$ cat src/rtl/icache_fetch_unit_if.sv
// CPU-side fetch port and memory-side block-read port of the instruction cache.
// The slave modport is the cache's view; the master modport is the environment's view.
interface icache_fetch_unit_if #(
  parameter int unsigned ADDR_BITS       = 10,
  parameter int unsigned WORDS_PER_BLOCK = 4
);
  localparam int unsigned OW  = $clog2(WORDS_PER_BLOCK);
  localparam int unsigned MAW = ADDR_BITS - OW - 2;
  localparam int unsigned BW  = 32 * WORDS_PER_BLOCK;

  logic [31:0]    PC;
  logic [31:0]    INSTRUCTION;
  logic           BUSYWAIT;
  logic           MEM_READ;
  logic [MAW-1:0] MEM_ADDRESS;
  logic [BW-1:0]  MEM_READDATA;
  logic           MEM_BUSYWAIT;

  modport slave (
    input  PC, MEM_READDATA, MEM_BUSYWAIT,
    output INSTRUCTION, BUSYWAIT, MEM_READ, MEM_ADDRESS
  );

  modport master (
    output PC, MEM_READDATA, MEM_BUSYWAIT,
    input  INSTRUCTION, BUSYWAIT, MEM_READ, MEM_ADDRESS
  );
endinterface

$ cat src/rtl/icache_fetch_unit.sv
// Direct-mapped, read-only instruction cache with zero-latency hits.
// A miss stalls the PC stage while one block is fetched from instruction memory.
module icache_fetch_unit #(
  parameter int unsigned ADDR_BITS       = 10,
  parameter int unsigned NUM_BLOCKS      = 8,
  parameter int unsigned WORDS_PER_BLOCK = 4
) (
  input  logic                 CLK,
  input  logic                 RESET,
  icache_fetch_unit_if.slave   bus
);
  localparam int unsigned IW = $clog2(NUM_BLOCKS);
  localparam int unsigned OW = $clog2(WORDS_PER_BLOCK);
  localparam int unsigned TW = ADDR_BITS - IW - OW - 2;

  typedef logic [WORDS_PER_BLOCK-1:0][31:0] block_t;
  typedef enum logic [1:0] {IDLE, READ_MEM, UPDATE} state_t;

  state_t                state_q, state_d;
  logic [NUM_BLOCKS-1:0] valid_q, valid_d;
  logic [TW-1:0]         tag_q  [NUM_BLOCKS];
  logic [TW-1:0]         tag_d  [NUM_BLOCKS];
  block_t                data_q [NUM_BLOCKS];
  block_t                data_d [NUM_BLOCKS];
  logic [TW-1:0]         fill_tag_q, fill_tag_d;
  logic [IW-1:0]         fill_idx_q, fill_idx_d;
  block_t                fill_buf_q, fill_buf_d;

  logic [OW-1:0] pc_off;
  logic [IW-1:0] pc_idx;
  logic [TW-1:0] pc_tag;
  logic          hit_c;
  logic          busywait_c;
  logic          mem_read_c;
  logic          unused_pc_bits;

  // Address split; bits above ADDR_BITS and the byte offset play no part.
  assign pc_off         = bus.PC[OW+1:2];
  assign pc_idx         = bus.PC[OW+IW+1:OW+2];
  assign pc_tag         = bus.PC[ADDR_BITS-1:OW+IW+2];
  assign unused_pc_bits = ^{bus.PC[31:ADDR_BITS], bus.PC[1:0]};

  assign hit_c = valid_q[pc_idx] && (tag_q[pc_idx] == pc_tag);

  assign bus.INSTRUCTION = hit_c ? data_q[pc_idx][pc_off] : 32'h0;
  // Reset clears every valid bit, so only the stall request needs explicit gating.
  assign bus.BUSYWAIT    = busywait_c & ~RESET;
  assign bus.MEM_READ    = mem_read_c;
  assign bus.MEM_ADDRESS = {fill_tag_q, fill_idx_q};

  always_comb begin
    state_d    = state_q;
    valid_d    = valid_q;
    tag_d      = tag_q;
    data_d     = data_q;
    fill_tag_d = fill_tag_q;
    fill_idx_d = fill_idx_q;
    fill_buf_d = fill_buf_q;
    busywait_c = 1'b0;
    mem_read_c = 1'b0;

    unique case (state_q)
      IDLE: begin
        busywait_c = !hit_c;
        if (!hit_c) begin
          fill_tag_d = pc_tag;
          fill_idx_d = pc_idx;
          state_d    = READ_MEM;
        end
      end
      READ_MEM: begin
        busywait_c = 1'b1;
        mem_read_c = 1'b1;
        if (!bus.MEM_BUSYWAIT) begin
          fill_buf_d = block_t'(bus.MEM_READDATA);
          state_d    = UPDATE;
        end
      end
      UPDATE: begin
        busywait_c          = 1'b1;
        valid_d[fill_idx_q] = 1'b1;
        tag_d[fill_idx_q]   = fill_tag_q;
        data_d[fill_idx_q]  = fill_buf_q;
        state_d             = IDLE;
      end
      default: state_d = IDLE;
    endcase
  end

  always_ff @(posedge CLK or posedge RESET) begin
    if (RESET) begin
      state_q    <= IDLE;
      valid_q    <= '0;
      fill_tag_q <= '0;
      fill_idx_q <= '0;
      fill_buf_q <= '0;
    end else begin
      state_q    <= state_d;
      valid_q    <= valid_d;
      fill_tag_q <= fill_tag_d;
      fill_idx_q <= fill_idx_d;
      fill_buf_q <= fill_buf_d;
    end
  end

  // Tag and data arrays are qualified by the valid bits and need no reset.
  always_ff @(posedge CLK) begin
    tag_q  <= tag_d;
    data_q <= data_d;
  end
endmodule
$ cat src/flat_wrapper.sv
// flat-port wrapper written by rule: the top's interface ports become plain ports
module icache_fetch_unit_flat 
#(
  parameter int unsigned ADDR_BITS       = 10,
  parameter int unsigned NUM_BLOCKS      = 8,
  parameter int unsigned WORDS_PER_BLOCK = 4
)
  (CLK, RESET, bus_PC, bus_MEM_READDATA, bus_MEM_BUSYWAIT, bus_INSTRUCTION, bus_BUSYWAIT, bus_MEM_READ, bus_MEM_ADDRESS);
  icache_fetch_unit_if #(.ADDR_BITS(ADDR_BITS), .WORDS_PER_BLOCK(WORDS_PER_BLOCK)) bus_i ();
  input  logic CLK;
  input  logic RESET;
  input wire logic [$bits(bus_i.PC)-1:0] bus_PC;
  input wire logic [$bits(bus_i.MEM_READDATA)-1:0] bus_MEM_READDATA;
  input wire logic [$bits(bus_i.MEM_BUSYWAIT)-1:0] bus_MEM_BUSYWAIT;
  output wire logic [$bits(bus_i.INSTRUCTION)-1:0] bus_INSTRUCTION;
  output wire logic [$bits(bus_i.BUSYWAIT)-1:0] bus_BUSYWAIT;
  output wire logic [$bits(bus_i.MEM_READ)-1:0] bus_MEM_READ;
  output wire logic [$bits(bus_i.MEM_ADDRESS)-1:0] bus_MEM_ADDRESS;
  assign bus_i.PC = bus_PC;
  assign bus_i.MEM_READDATA = bus_MEM_READDATA;
  assign bus_i.MEM_BUSYWAIT = bus_MEM_BUSYWAIT;
  assign bus_INSTRUCTION = bus_i.INSTRUCTION;
  assign bus_BUSYWAIT = bus_i.BUSYWAIT;
  assign bus_MEM_READ = bus_i.MEM_READ;
  assign bus_MEM_ADDRESS = bus_i.MEM_ADDRESS;
  icache_fetch_unit #(.ADDR_BITS(ADDR_BITS), .NUM_BLOCKS(NUM_BLOCKS), .WORDS_PER_BLOCK(WORDS_PER_BLOCK)) u_core (.CLK(CLK), .RESET(RESET), .bus(bus_i));
endmodule
$ cat config.mk
export PLATFORM = sky130hd
export DESIGN_NAME = icache_fetch_unit_flat
export DESIGN_NICKNAME = d
export VERILOG_FILES = /design/src/rtl/icache_fetch_unit_if.sv /design/src/rtl/icache_fetch_unit.sv /design/src/flat_wrapper.sv
export SDC_FILE = /design/constraint.sdc
export NUM_CORES = 1
export LEC_CHECK = 0
export CELL_PAD_IN_SITES_DETAIL_PLACEMENT = 1
export CELL_PAD_IN_SITES_GLOBAL_PLACEMENT = 1
export CORE_UTILIZATION = 45
export DETAILED_ROUTE_END_ITERATION = 8
export MAX_ROUTING_LAYER = met4
export PLACE_DENSITY = 0.68
export SYNTH_ARGS = -nofsm -noshare
export SYNTH_HDL_FRONTEND = slang
export SYNTH_SLANG_ARGS = --single-unit
$ cat constraint.sdc
create_clock -name CLK -period 9.8 [get_ports CLK]
set_input_delay 2.45 -clock CLK [delete_from_list [all_inputs] [get_ports CLK]]
set_output_delay 2.45 -clock CLK [all_outputs]
set_load 0.01 [all_outputs]
[Word-level counts from Yosys, hierarchy flattened]
Index checks and enable logic that the tools add are counted.
Word-level totals
  latch bits: 0
  word-level logic and storage cells: 100
  register bits: 1192
  output and inout bits: 40
  bits in read-only memories: 0
  input port bits: 163
  bits in writable memories: 0
  memories: 0
Operators by class
  divide/modulo/power cells: 0
  eq/ne operators: 5
  shifts and indexed selects: 0
  bitwise operators: 7
  magnitude comparators: 7
  $add $sub $neg: 0
  multiplexer cells: 24
  multiply operators: 0
  reduce and logical (&&, ||, !) cells: 9
Operator list (number)
  1024-bit bitwise mux: 1
  128-bit binary-select mux with 3-bit select: 1
  128-bit demux with 3-bit select: 1
  128-bit 2-to-1 mux: 3
  32-bit binary-select mux with 2-bit select: 1
  32-bit 2-to-1 mux: 2
  24-bit bitwise mux: 1
  3-bit binary-select mux with 3-bit select: 1
  3-bit demux with 3-bit select: 1
  3-bit 2-to-1 mux: 3
  4-bit greater-or-equal comparator, second input constant: 2
  3-bit by 4-bit less-than comparator with 1-bit output, second input constant: 2
  3-bit inverter with 4-bit output: 2
  8-bit bitwise OR: 1
  2-bit AND reduction: 3
  4-bit by 1-bit less-than comparator with 1-bit output, second input constant: 1
  2-bit 2-to-1 mux: 2
  2-bit inequality test, second input constant: 2
  2-bit one-hot mux with 2 select lines: 1
  1-bit binary-select mux with 3-bit select: 1
  1-bit demux with 3-bit select: 1
  3-bit == test: 1
  3-bit by 1-bit greater-or-equal comparator with 1-bit output, second input constant: 1
  1-bit logical AND: 3
  10 further kinds: 14

[Longest topological paths before layout]
Gate-level depths: netlist of run 1.
  word-level depth: 9
  depth in mapped cells: 10
  mapped depth without buffers: 6

[Least setup slack after synthesis of run 1]
OpenSTA, ideal clock, no wires.
  path type: register to register
  start point: register u_core.state_q[0]
  end point: register u_core.valid_q[0]
  path slack: -0.785 ns
  stages on the path, launching flop included: 6
  buffers on the path: 0
  arrival time: 10.463 ns
  period minus slack after synthesis: 10.585 ns
  library setup time: 0.122 ns
  cell sequence: dfrtp_1 inv_1 ha_1 nand2b_1 nor3_1 or2_2
On the way
  cells in the longest elaborated chain, start to end: 1
RTL lines
  start, declared: line icache_fetch_unit.sv:19  | state_t state_q, state_d;
  start signal, assigned: line icache_fetch_unit.sv:98  | state_q <= state_d;
  2-bit == test: line icache_fetch_unit.sv:62  | unique case (state_q)
  end signal, assigned: line icache_fetch_unit.sv:99  | valid_q <= valid_d;
  end, declared: line icache_fetch_unit.sv:20  | logic [NUM_BLOCKS-1:0] valid_q, valid_d;
Every way passes these cells.
A chain may end at the register's enable or synchronous reset.

[Final worst setup path of run 1]
  start point: input bus_PC[4]
  end point: output bus_INSTRUCTION[19]
On the way
  cells in the longest elaborated chain, start to end: 7
  elaborated cells on any way between the ends: 14
  classes of those cells: eq/ne (1); mux (11); bitwise (1); reduce/logical (1)
RTL lines
  start, declared: line flat_wrapper.sv:12  | input wire logic [$bits(bus_i.PC)-1:0] bus_PC;
  3-bit inverter with 4-bit output (not written as such): line icache_fetch_unit.sv:43, icache_fetch_unit.sv:45
  128-bit binary-select mux with 3-bit select / 3-bit binary-select mux with 3-bit select (equally long branches): line icache_fetch_unit.sv:45, icache_fetch_unit.sv:43
  128-bit 2-to-1 mux (not written as such) / 3-bit 2-to-1 mux (equally long branches) (2 in a row): line icache_fetch_unit.sv:45, icache_fetch_unit.sv:43
  32-bit binary-select mux with 2-bit select / 3-bit == test (equally long branches): line icache_fetch_unit.sv:45, icache_fetch_unit.sv:43
  32-bit 2-to-1 mux (not written as such) / 1-bit logical AND (equally long branches): line icache_fetch_unit.sv:45, icache_fetch_unit.sv:43
  32-bit 2-to-1 mux *: line icache_fetch_unit.sv:45  | assign bus.INSTRUCTION = hit_c ? data_q[pc_idx][pc_off] : 32'h0;
  end, declared: line flat_wrapper.sv:15  | output wire logic [$bits(bus_i.INSTRUCTION)-1:0] bus_INSTRUCTION;
Mark *: on every way between the ends. The rest lies on a longest branch, timed or not. The select of a mux whose other input is x is not followed.

==> impl_metrics.json, run 1 <==
{
  "maxCapViolations": 0,
  "die_h_um": 320,
  "grt_usage": 0.211,
  "clock_sinks": 1192,
  "worstHoldPathType": "flop to flop",
  "seqPwrFrac": 0.554,
  "cp.buffers_inverters": 3,
  "fin_skew_ps": 43.0,
  "final.setup.tns_ps": 0,
  "yosysTopAreaCellShare": 0.693,
  "finalPower_uw": 13700,
  "worst-slew-pin-transition_ps": 1020,
  "die_w_um": 320,
  "max_stage_delay_ps": 850,
  "mappedNetlistArea_mm2": 0.0454,
  "clockBufferDepth": 3,
  "drtAntennaViolNets": 0,
  "seqCellArea_mm2": 0.0351,
  "grt_pass1_wl_um": 153000,
  "yosysWarnings": 0,
  "start_kind": "input port",
  "num_vias": 20800,
  "worst_ep_arrival_time_ps": 6140,
  "via_per_inst": 5.77,
  "end_kind": "primary output",
  "instances_no_fill": 3609,
  "place_congestion": 0.721,
  "path_clk_slew_ps": 60,
  "hpwlAfterDp_um": 52800,
  "htree_levels": 3,
  "cts_buffers": 118,
  "grt_max_degree": 129,
  "ys_ff_latch": 1192,
  "yosysTopAreaCell": "edfxtp_1",
  "wl_per_cell_um": 28.6,
  "drt_wl_total_um": 103000,
  "ctsResizeCount": 0,
  "seq_area_frac_synth": 0.773,
  "maxSlewViolCount": 0,
  "fill_cells": 8506,
  "slew_headroom": 0.317,
  "synth_area_per_cell_um2": 23.0,
  "insertion_delay_ps": 730,
  "synthCells": 1978,
  "period_share": 0.877,
  "portBuffers": 178,
  "intPower_uw": 10300,
  "clkPwrFrac": 0.343,
  "drive_gt1_frac": 0.295,
  "powerDensity_mw_per_mm2": 259,
  "grt_setup_unrepaired": "false",
  "clockRootBuffer": "clkbuf_16",
  "status": "complete, no violations",
  "p_leak_uw": 0.0171,
  "switching_share": 0.252,
  "ios": 203,
  "postCtsSetupBuffers": 0,
  "drt-pass1-iter-count": 5,
  "drc": 0,
  "antenna_found_initial": 8,
  "row_count": 116,
  "critPathTopFamily": "buffers and inverters",
  "core_mm2": 0.100,
  "synth.distinct_cells": 32,
  "worstSetupPathType": "input port to primary output",
  "place_inst": 3381,
  "fmax_mhz": 116,
  "setup_ws_ps": 1210,
  "areaGrowthSynthToFinish_pct": 16.6,
  "switching_power_uw": 3450,
  "vdd_drop_max_uv": 229,
  "crit_fanout": 43,
  "cts_tree": "yes",
  "critical_path.slowest_cell": "nand3_2",
  "min_period_ps": 8590,
  "dp_slack_ps": 1020,
  "synthTopCellsByArea": "edfxtp_1 (69%), mux4_2 (15%), dfrtp_1 (7.9%)",
  "crit_chain": "buf_8 > mux4_2 > mux2i_1 > xnor2_1 > nor3_2 > nand3_2 > buf_4 > nor2_1 > clkdlybuf4s50_1",
  "die_area_mm2": 0.102,
  "required_ps": 7350,
  "grt_overflow": 0,
  "pwr-share-comb": 0.103,
  "multi_input_area_mm2": 0.00988,
  "fin_nets": 2371,
  "drtIter0Drc": 1825,
  "first_global_vias": 22800,
  "setup_viol": 0,
  "start_util": 0.454,
  "synth_fp_nets": 2146,
  "hold_buffers": 0,
  "finalHoldViolCount": 0
}
==> stage by stage <==
stage          hold slack (ps)  area, µm²   util
6_report                   475      52900  0.529
4_1_cts                    475      52900  0.529
2_1_floorplan              434      45400      -
3_5_place_dp               455      48800  0.488
5_1_grt                    501      52900  0.529
3_3_place_gp               446      48800  0.488
==> per-layer routing <==
metal / routed length (µm) / vias up / part of all wire / track usage
li1: - / 8737 / - / -
met2: 49600 / 561 / 0.48 / 0.327
met3: 5210 / 124 / 0.050 / 0.0296
met4: 2160 / 0 / 0.021 / 0.0569
met1: 46300 / 11400 / 0.45 / 0.297
met5: 0 / - / 0 / -
==> state kept, by name, indices dropped and copies added (netlist names) <==
| register | flops |
|---|---|
| u_core.state_q | 2 |
| u_core.valid_q | 8 |
| u_core.fill_buf_q | 128 |
| u_core.tag_q | 24 |
| u_core.data_q | 1024 |
| u_core.fill_idx_q | 3 |
| u_core.fill_tag_q | 3 |
==> layout by cell type, fill, tap and decap left out, drive strengths merged, types with 2 or more instances in the layout <==
master,count
nor2b,33
nand2b,3
a211oi,63
nor3,3
ha,5
buf,41
dfrtp,144
clkinvlp,12
mux2i,38
nor2,39
edfxtp,1048
diode,2
nand3,2
or2,8
a21oi,33
bufinv,13
mux2,136
nand2,2
inv,7
clkdlybuf4s50,173
a22oi,2
clkinv,40
mux4,295
clkbuf,161
==> cells in the mapped netlist (all sizes together) <==
library cell  count
o21ba             1
inv               6
or2               8
ha                5
mux4            295
mux2i            38
dfrtp           144
nand3             2
nand3b            1
clkbuf           63
xnor2             1
a31oi             1
xor2              1
and4              1
nand2             2
buf              47
edfxtp         1048
nor2             39
a21oi            33
a22oi             2
a31o              1
nand2b            3
a211oi           63
nor3              3
mux2            136
and3              1
nor2b            33
==> path summary, 6_finish.rpt <==
path                              startpoint                     to  slack (ps)  depth (start not counted)
max in group asynchronous              RESET  u_core.fill_buf_q[70]        6510                          3
hold / removal             u_core.valid_q[7]      u_core.valid_q[7]         480                          1
hold reg to reg            u_core.valid_q[7]      u_core.valid_q[7]         480                          1
setup / recovery                   bus_PC[4]    bus_INSTRUCTION[19]        1210                          9
min in group asynchronous              RESET   u_core.fill_idx_q[1]        2060                          2
setup reg to reg           u_core.state_q[0]     u_core.data_q[968]        6340                          6
==> power groups by stage <==
stage / Clock [µW] / Combinational [µW] / Sequential (µW)
after floorplan: 0 / 934 / 7440
after global placement: 0 / 1410 / 7540
after detailed placement: 0 / 1430 / 7690
after CTS: 4810 / 1440 / 7590
after global routing: 4960 / 1520 / 7710
final: 4710 / 1410 / 7590
==> layout make-up <==
| class | count | share of cell area |
|---|---|---|
| diodes | 2 | 0.0000945 |
| clock buffers | 160 | 0.0622 |
| clock inverters | 66 | 0.0160 |
| inverters | 6 | 0.000520 |
| multi-input cells | 670 | 0.187 |
| flip-flops and latches | 1192 | 0.662 |
| well taps | 1298 | 0.0307 |
| repair buffers | 215 | 0.0416 |
==> kinds of logic after synthesis <==
kind of cell | share of synthesized area
DFF | 0.773
AOI/OAI and AO/OA | 0.0149
muxes | 0.188
buffers and inverters | 0.0117
xor gates and xnor gates | 0.000386
and+or+nand+nor | 0.0106
adders and majority gates | 0.00138
Power figures use the tool's default switching activity.
==> run 2, diff against run 1 <==
--- a/config.mk
+++ b/config.mk
@@ -5,12 +5,13 @@
 export SDC_FILE = /design/constraint.sdc
 export NUM_CORES = 1
 export LEC_CHECK = 0
+export ABC_AREA = 1
 export CELL_PAD_IN_SITES_DETAIL_PLACEMENT = 1
 export CELL_PAD_IN_SITES_GLOBAL_PLACEMENT = 1
 export CORE_UTILIZATION = 45
 export DETAILED_ROUTE_END_ITERATION = 8
 export MAX_ROUTING_LAYER = met4
-export PLACE_DENSITY = 0.68
+export PLACE_DENSITY = 0.73
 export SYNTH_ARGS = -nofsm -noshare
 export SYNTH_HDL_FRONTEND = slang
 export SYNTH_SLANG_ARGS = --single-unit
==> run 2 against run 1 <==
First-iteration DRC count is 61% higher. Critical path depth grew 1. Count of clock-buffer cells in the layout grew 21. Worst hold slack lost 18 ps. Sequential power decreased by 2%. Maximum frequency increased by 3.1%. Final area rose by 2.0%. Flip-flop and latch count is the same. Area after synthesis rose by 4.1%. Combinational power up 3%. Largest cell class unchanged.
==> impl_metrics.json, run 2 <==
{
  "status": "complete, no violations",
  "setup_viol": 0,
  "synth.distinct_cells": 28,
  "clockBufferDepth": 3,
  "grt_pass1_wl_um": 207000,
  "hold_path_end": "u_core.valid_q[4]",
  "fmax_mhz": 120,
  "reg2reg_depth": 6,
  "crit_fanout": 110,
  "start_util": 0.455,
  "num_vias": 31100,
  "clockRootBuffer": "clkbuf_16",
  "grt_usage": 0.268,
  "cts_buffers": 119,
  "yosysTopAreaCellShare": 0.666,
  "synth_fp_nets": 3987,
  "yosysTopAreaCell": "edfxtp_1",
  "ys_ff_latch": 1192,
  "clock_sinks": 1192,
  "drc": 0,
  "end_kind": "primary output",
  "mappedNetlistArea_mm2": 0.0473,
  "die_h_um": 326,
  "die_w_um": 326,
  "worst_ep_arrival_time_ps": 5880,
  "synth-edff-count": 1048,
  "hold_path.startpoint": "u_core.valid_q[4]",
  "drive_gt1_frac": 0.0682,
  "seq_area_frac_synth": 0.742,
  "die_area_mm2": 0.106,
  "final_cell_mix": "nand2_1 (1,251), edfxtp_1 (1,048), nand3_1 (420)",
  "fin_nets": 4084,
  "post-route-util": 0.520,
  "cts_tree": "yes",
  "hold_slack_ps": 457,
  "p_leak_uw": 0.0197,
  "via_per_inst": 5.77,
  "finalHoldViolCount": 0,
  "largest_reg_flops": 1024,
  "period_share": 0.850,
  "place_inst": 5175,
  "final.setup.tns_ps": 0,
  "start_kind": "input port",
  "grt_overflow": 0,
  "fin_skew_ps": 27.7,
  "htree_levels": 3,
  "final_common_cell": "nand2_1",
  "drt-pass1-iter-count": 5,
  "drtIter0Drc": 2932,
  "insertion_delay_ps": 710,
  "required_ps": 7350,
  "wl_per_cell_um": 25.6,
  "place_congestion": 0.786,
  "ios": 203,
  "grt_setup_unrepaired": "false",
  "first_global_vias": 32600,
  "hpwlAfterDp_um": 74900,
  "synth_area_per_cell_um2": 12.4,
  "vdd_drop_max_uv": 132,
  "finalPower_uw": 13500,
  "ctsResizeCount": 0,
  "row_count": 118,
  "min_period_ps": 8330,
  "portBuffers": 178,
  "antenna_found_initial": 1,
  "areaGrowthSynthToFinish_pct": 14.3,
  "slew_headroom": 0.232,
  "fill_cells": 10500,
  "ys.flop_type": "edfxtp_1",
  "drtAntennaViolNets": 0,
  "core_mm2": 0.104,
  "async_flop_share": 0.121,
  "reg2reg_slack_ps": 6350,
  "path_clk_slew_ps": 60,
  "ys_top_cells_by_count": "nand2_1 (1,251), edfxtp_1 (1,048), nand3_1 (420)",
  "timing.rr.end": "u_core.data_q[463]",
  "maxSlewViolCount": 0,
  "worstHoldPathType": "flop to flop",
  "r2r_start": "u_core.state_q[0]",
  "reg.largest.list": "u_core.data_q x1024, u_core.fill_buf_q x128, u_core.tag_q x24",
  "drt_wl_total_um": 138000,
  "regMostFlops": "u_core.data_q",
  "instances_no_fill": 5402,
  "grt_max_degree": 166,
  "yosysWarnings": 0,
  "maxCapViolations": 0,
  "synthCells": 3819,
  "yosysMostFrequentCell": "nand2_1",
  "worst-slew-pin-transition_ps": 1150,
  "powerDensity_mw_per_mm2": 250,
  "min_path_cells": 2,
  "postCtsSetupBuffers": 0,
  "synthTopCellsByArea": "edfxtp_1 (67%), nand2_1 (9.9%), dfrtp_1 (7.6%)",
  "hold_buffers": 0,
  "worstSetupPathType": "input port to primary output"
}
==> run 2: cell count changes in the layout (fill, tap and decap cells not counted), sizes merged, moves of 18 or more <==
cell    previous run  this run
nand2              2      1260
nand3              2       426
a21oi             33       390
mux4             295         0
a22oi              2       177
mux2             136         0
a211oi            63         0
mux2i             38         0
inv                7        42
nor2b             33         0
o21ai              0        29
clkbuf           161       181
buf               41        59
==> run 2: power breakdown <==
group | internal, µW | switching (µW) | leakage, µW
sequential | 6710 | 734 | 0.0113
clock | 2700 | 1920 | 0.00195
combinational | 419 | 1030 | 0.00640
==> run 2: kinds of logic (layout without fill, tap and decap cells) <==
kind of cell | after synthesis | in the layout | synth area share
adders and majority gates | 5 | 5 | 0.00132
and+or+nand+nor | 1720 | 1720 | 0.150
buffers and inverters | 296 | 497 | 0.0327
other | 0 | 2 | 0
DFF | 1192 | 1192 | 0.742
AOI/OAI and AO/OA | 606 | 606 | 0.0744
==> run 2: critical path: stages <==
cell	delay, ps
buf_8	190
inv_8	430
buf_12	460
nand2_1	110
a22oi_1	240
nand2_1	90
nand3_1	170
nand3_1	190
a21oi_1	670
clkdlybuf4s50_1	680
==> run 2: metrics by stage <==
step | cell area, µm² | setup slack [ps]
CTS | 54000 | 1600
floorplan | 47300 | 2870
global placement | 50000 | 1650
global route | 54000 | 1390
detailed placement | 50000 | 1590
finish | 54000 | 1470
==> run 2: worst max-delay path by stage <==
stage,to,slack [ps],from
5_1_grt,bus_INSTRUCTION[1],1390,bus_PC[4]
3_5_place_dp,bus_INSTRUCTION[16],1590,bus_PC[4]
6_report,bus_INSTRUCTION[6],1470,bus_PC[4]
3_3_place_gp,bus_INSTRUCTION[16],1650,bus_PC[4]
4_1_cts,bus_INSTRUCTION[6],1600,bus_PC[4]
2_1_floorplan,u_core.valid_q[7],2870,u_core.state_q[0]
==> run 2: layout make-up <==
type / instances / area, µm² / area share
Inverter: 40 / 178 / 0.00329
Multi-Input combinational cell: 2331 / 10700 / 0.198
Tap cell: 1380 / 1730 / 0.0320
Timing Repair Buffer: 232 / 2350 / 0.0435
Sequential cell: 1192 / 35100 / 0.649
Antenna cell: 2 / 5.00 / 0.0000926
Clock buffer: 181 / 3480 / 0.0643
Clock inverter: 44 / 494 / 0.00915
==> run 2: routing by layer <==
metal,global-route usage,vias to the layer above,part of all wire
met5,-,-,0
met4,0.0853,0,0.029
met3,0.0305,214,0.054
met2,0.435,969,0.49
met1,0.353,16100,0.43
li1,-,13800,-
==> run 3, diff against run 2 <==
--- a/config.mk
+++ b/config.mk
@@ -8,7 +8,9 @@
 export ABC_AREA = 1
 export CELL_PAD_IN_SITES_DETAIL_PLACEMENT = 1
 export CELL_PAD_IN_SITES_GLOBAL_PLACEMENT = 1
+export CORE_ASPECT_RATIO = 2
 export CORE_UTILIZATION = 45
+export CTS_CLUSTER_DIAMETER = 100
 export DETAILED_ROUTE_END_ITERATION = 8
 export MAX_ROUTING_LAYER = met4
 export PLACE_DENSITY = 0.73
==> run 3 against run 2 <==
Clock skew fell by 0.84 ps. Largest power group unchanged. Sequential power barely moved. Global-route usage rose by 0.47 points. Maximum frequency fell by 0.46%.
==> impl_metrics.json, run 3 (synthesized netlist as in run 2, its figures left out) <==
{
  "hold_buffers": 0,
  "drt-pass1-iter-count": 5,
  "switching_share": 0.274,
  "regMostFlops": "u_core.data_q",
  "powerDensity_mw_per_mm2": 249,
  "worst-slew-pin-transition_ps": 1110,
  "min_period_ps": 8370,
  "end_kind": "primary output",
  "die_area_mm2": 0.106,
  "htree_levels": 3,
  "vdd_drop_max_uv": 200,
  "clockBufferDepth": 3,
  "final_cell_mix": "nand2_1 (1,251), edfxtp_1 (1,048), nand3_1 (420)",
  "grt_usage": 0.272,
  "intPower_uw": 9720,
  "core_mm2": 0.104,
  "clock_sinks": 1192,
  "grt_overflow": 0,
  "p_leak_uw": 0.0195,
  "portBuffers": 178,
  "row_count": 167,
  "crit_fanout": 68,
  "path_clk_slew_ps": 70,
  "maxCapViolations": 0,
  "placed_cell_area_mm2": 0.0500,
  "seqPwrFrac": 0.555,
  "fin_skew_ps": 26.9,
  "drtAntennaViolNets": 0,
  "antenna_found_initial": 2,
  "finalPower_uw": 13400,
  "maxSlewViolCount": 0,
  "drive_gt1_frac": 0.0667,
  "ios": 203,
  "drt_wl_total_um": 140000,
  "num_vias": 31400,
  "place_congestion": 0.770,
  "setup_ws_ps": 1430,
  "final_common_cell": "nand2_1",
  "clkPwrFrac": 0.335,
  "wl_per_cell_um": 26.3,
  "setup_viol": 0,
  "via_per_inst": 5.89,
  "worstHoldPathType": "flop to flop",
  "switching_power_uw": 3660,
  "first_global_vias": 33700,
  "final.setup.tns_ps": 0,
  "fin_nets": 4065,
  "pwr-share-comb": 0.111,
  "die_h_um": 460,
  "final_cell_area_mm2": 0.0538,
  "drc": 0,
  "hpwlAfterDp_um": 75600,
  "worstSetupPathType": "input port to primary output",
  "period_share": 0.854,
  "cts_buffers": 103,
  "start_util": 0.455,
  "slew_headroom": 0.259,
  "ctsResizeCount": 0,
  "finalHoldViolCount": 0,
  "clockRootBuffer": "clkbuf_16",
  "die_w_um": 231,
  "grt_pass1_wl_um": 208000,
  "required_ps": 7350,
  "post-route-util": 0.518,
  "grt_setup_unrepaired": "false",
  "status": "complete, no violations",
  "grt_max_degree": 208,
  "insertion_delay_ps": 720,
  "start_kind": "input port",
  "drtIter0Drc": 2787,
  "reg.largest.list": "u_core.data_q x1024, u_core.fill_buf_q x128, u_core.tag_q x24",
  "fmax_mhz": 119,
  "dp_slack_ps": 1570,
  "cts_tree": "yes",
  "postCtsSetupBuffers": 0,
  "worst_ep_arrival_time_ps": 5920,
  "largest_reg_flops": 1024,
  "areaGrowthSynthToFinish_pct": 13.8
}
==> run 3: routing by layer <==
layer,track usage,up-vias,wire [µm]
li1,-,13800,-
met1,0.333,16400,56500
met2,0.464,1053,72100
met3,0.0272,232,7030
met4,0.106,0,4850
met5,-,-,0
==> run 3: final cells by class <==
| class | instances | area, µm² |
|---|---|---|
| diodes | 2 | 5.00 |
| clock buffers | 135 | 2920 |
| clock inverters | 60 | 797 |
| fillers | 10500 | 50100 |
| inverters | 40 | 175 |
| multi-input cells | 2331 | 10700 |
| flip-flops and latches | 1192 | 35100 |
| well taps | 1352 | 1690 |
| repair buffers | 229 | 2390 |
==> run 3: critical path, cell delays in order <==
cell and delay [ps]:
buf_8 190, inv_8 510, buf_4 540, a21oi_1 110
a22oi_1 220, nand2_1 70, nand3_1 130, nand3_1 350
a21oi_1 420, clkdlybuf4s50_1 600
==> run 3: final timing paths <==
path                                    from                     to  slack, ps  cells after the start
setup / recovery                   bus_PC[5]     bus_INSTRUCTION[8]       1430                     10
hold / removal             u_core.valid_q[2]      u_core.valid_q[2]        460                      2
setup reg to reg           u_core.state_q[0]     u_core.data_q[616]       5890                      7
hold reg to reg            u_core.valid_q[2]      u_core.valid_q[2]        460                      2
max in group asynchronous              RESET  u_core.fill_buf_q[14]       6230                      3
min in group asynchronous              RESET      u_core.state_q[1]       2170                      2
==> run 3: power groups by stage <==
stage	clock network, µW	registers (µW)	logic (µW)
after global placement	0	7440	1430
final	4480	7420	1480
after global routing	4680	7500	1640
after detailed placement	0	7500	1490
after CTS	4530	7400	1510
after floorplan	0	7280	878
==> run 3: metrics by stage <==
| stage | cells | hold slack (ps) |
|---|---|---|
| final | 5341 | 463 |
| after global routing | 5341 | 505 |
| after CTS | 5339 | 465 |
| after detailed placement | 5144 | 449 |
| after global placement | 5144 | 434 |
| after floorplan | 3819 | 424 |
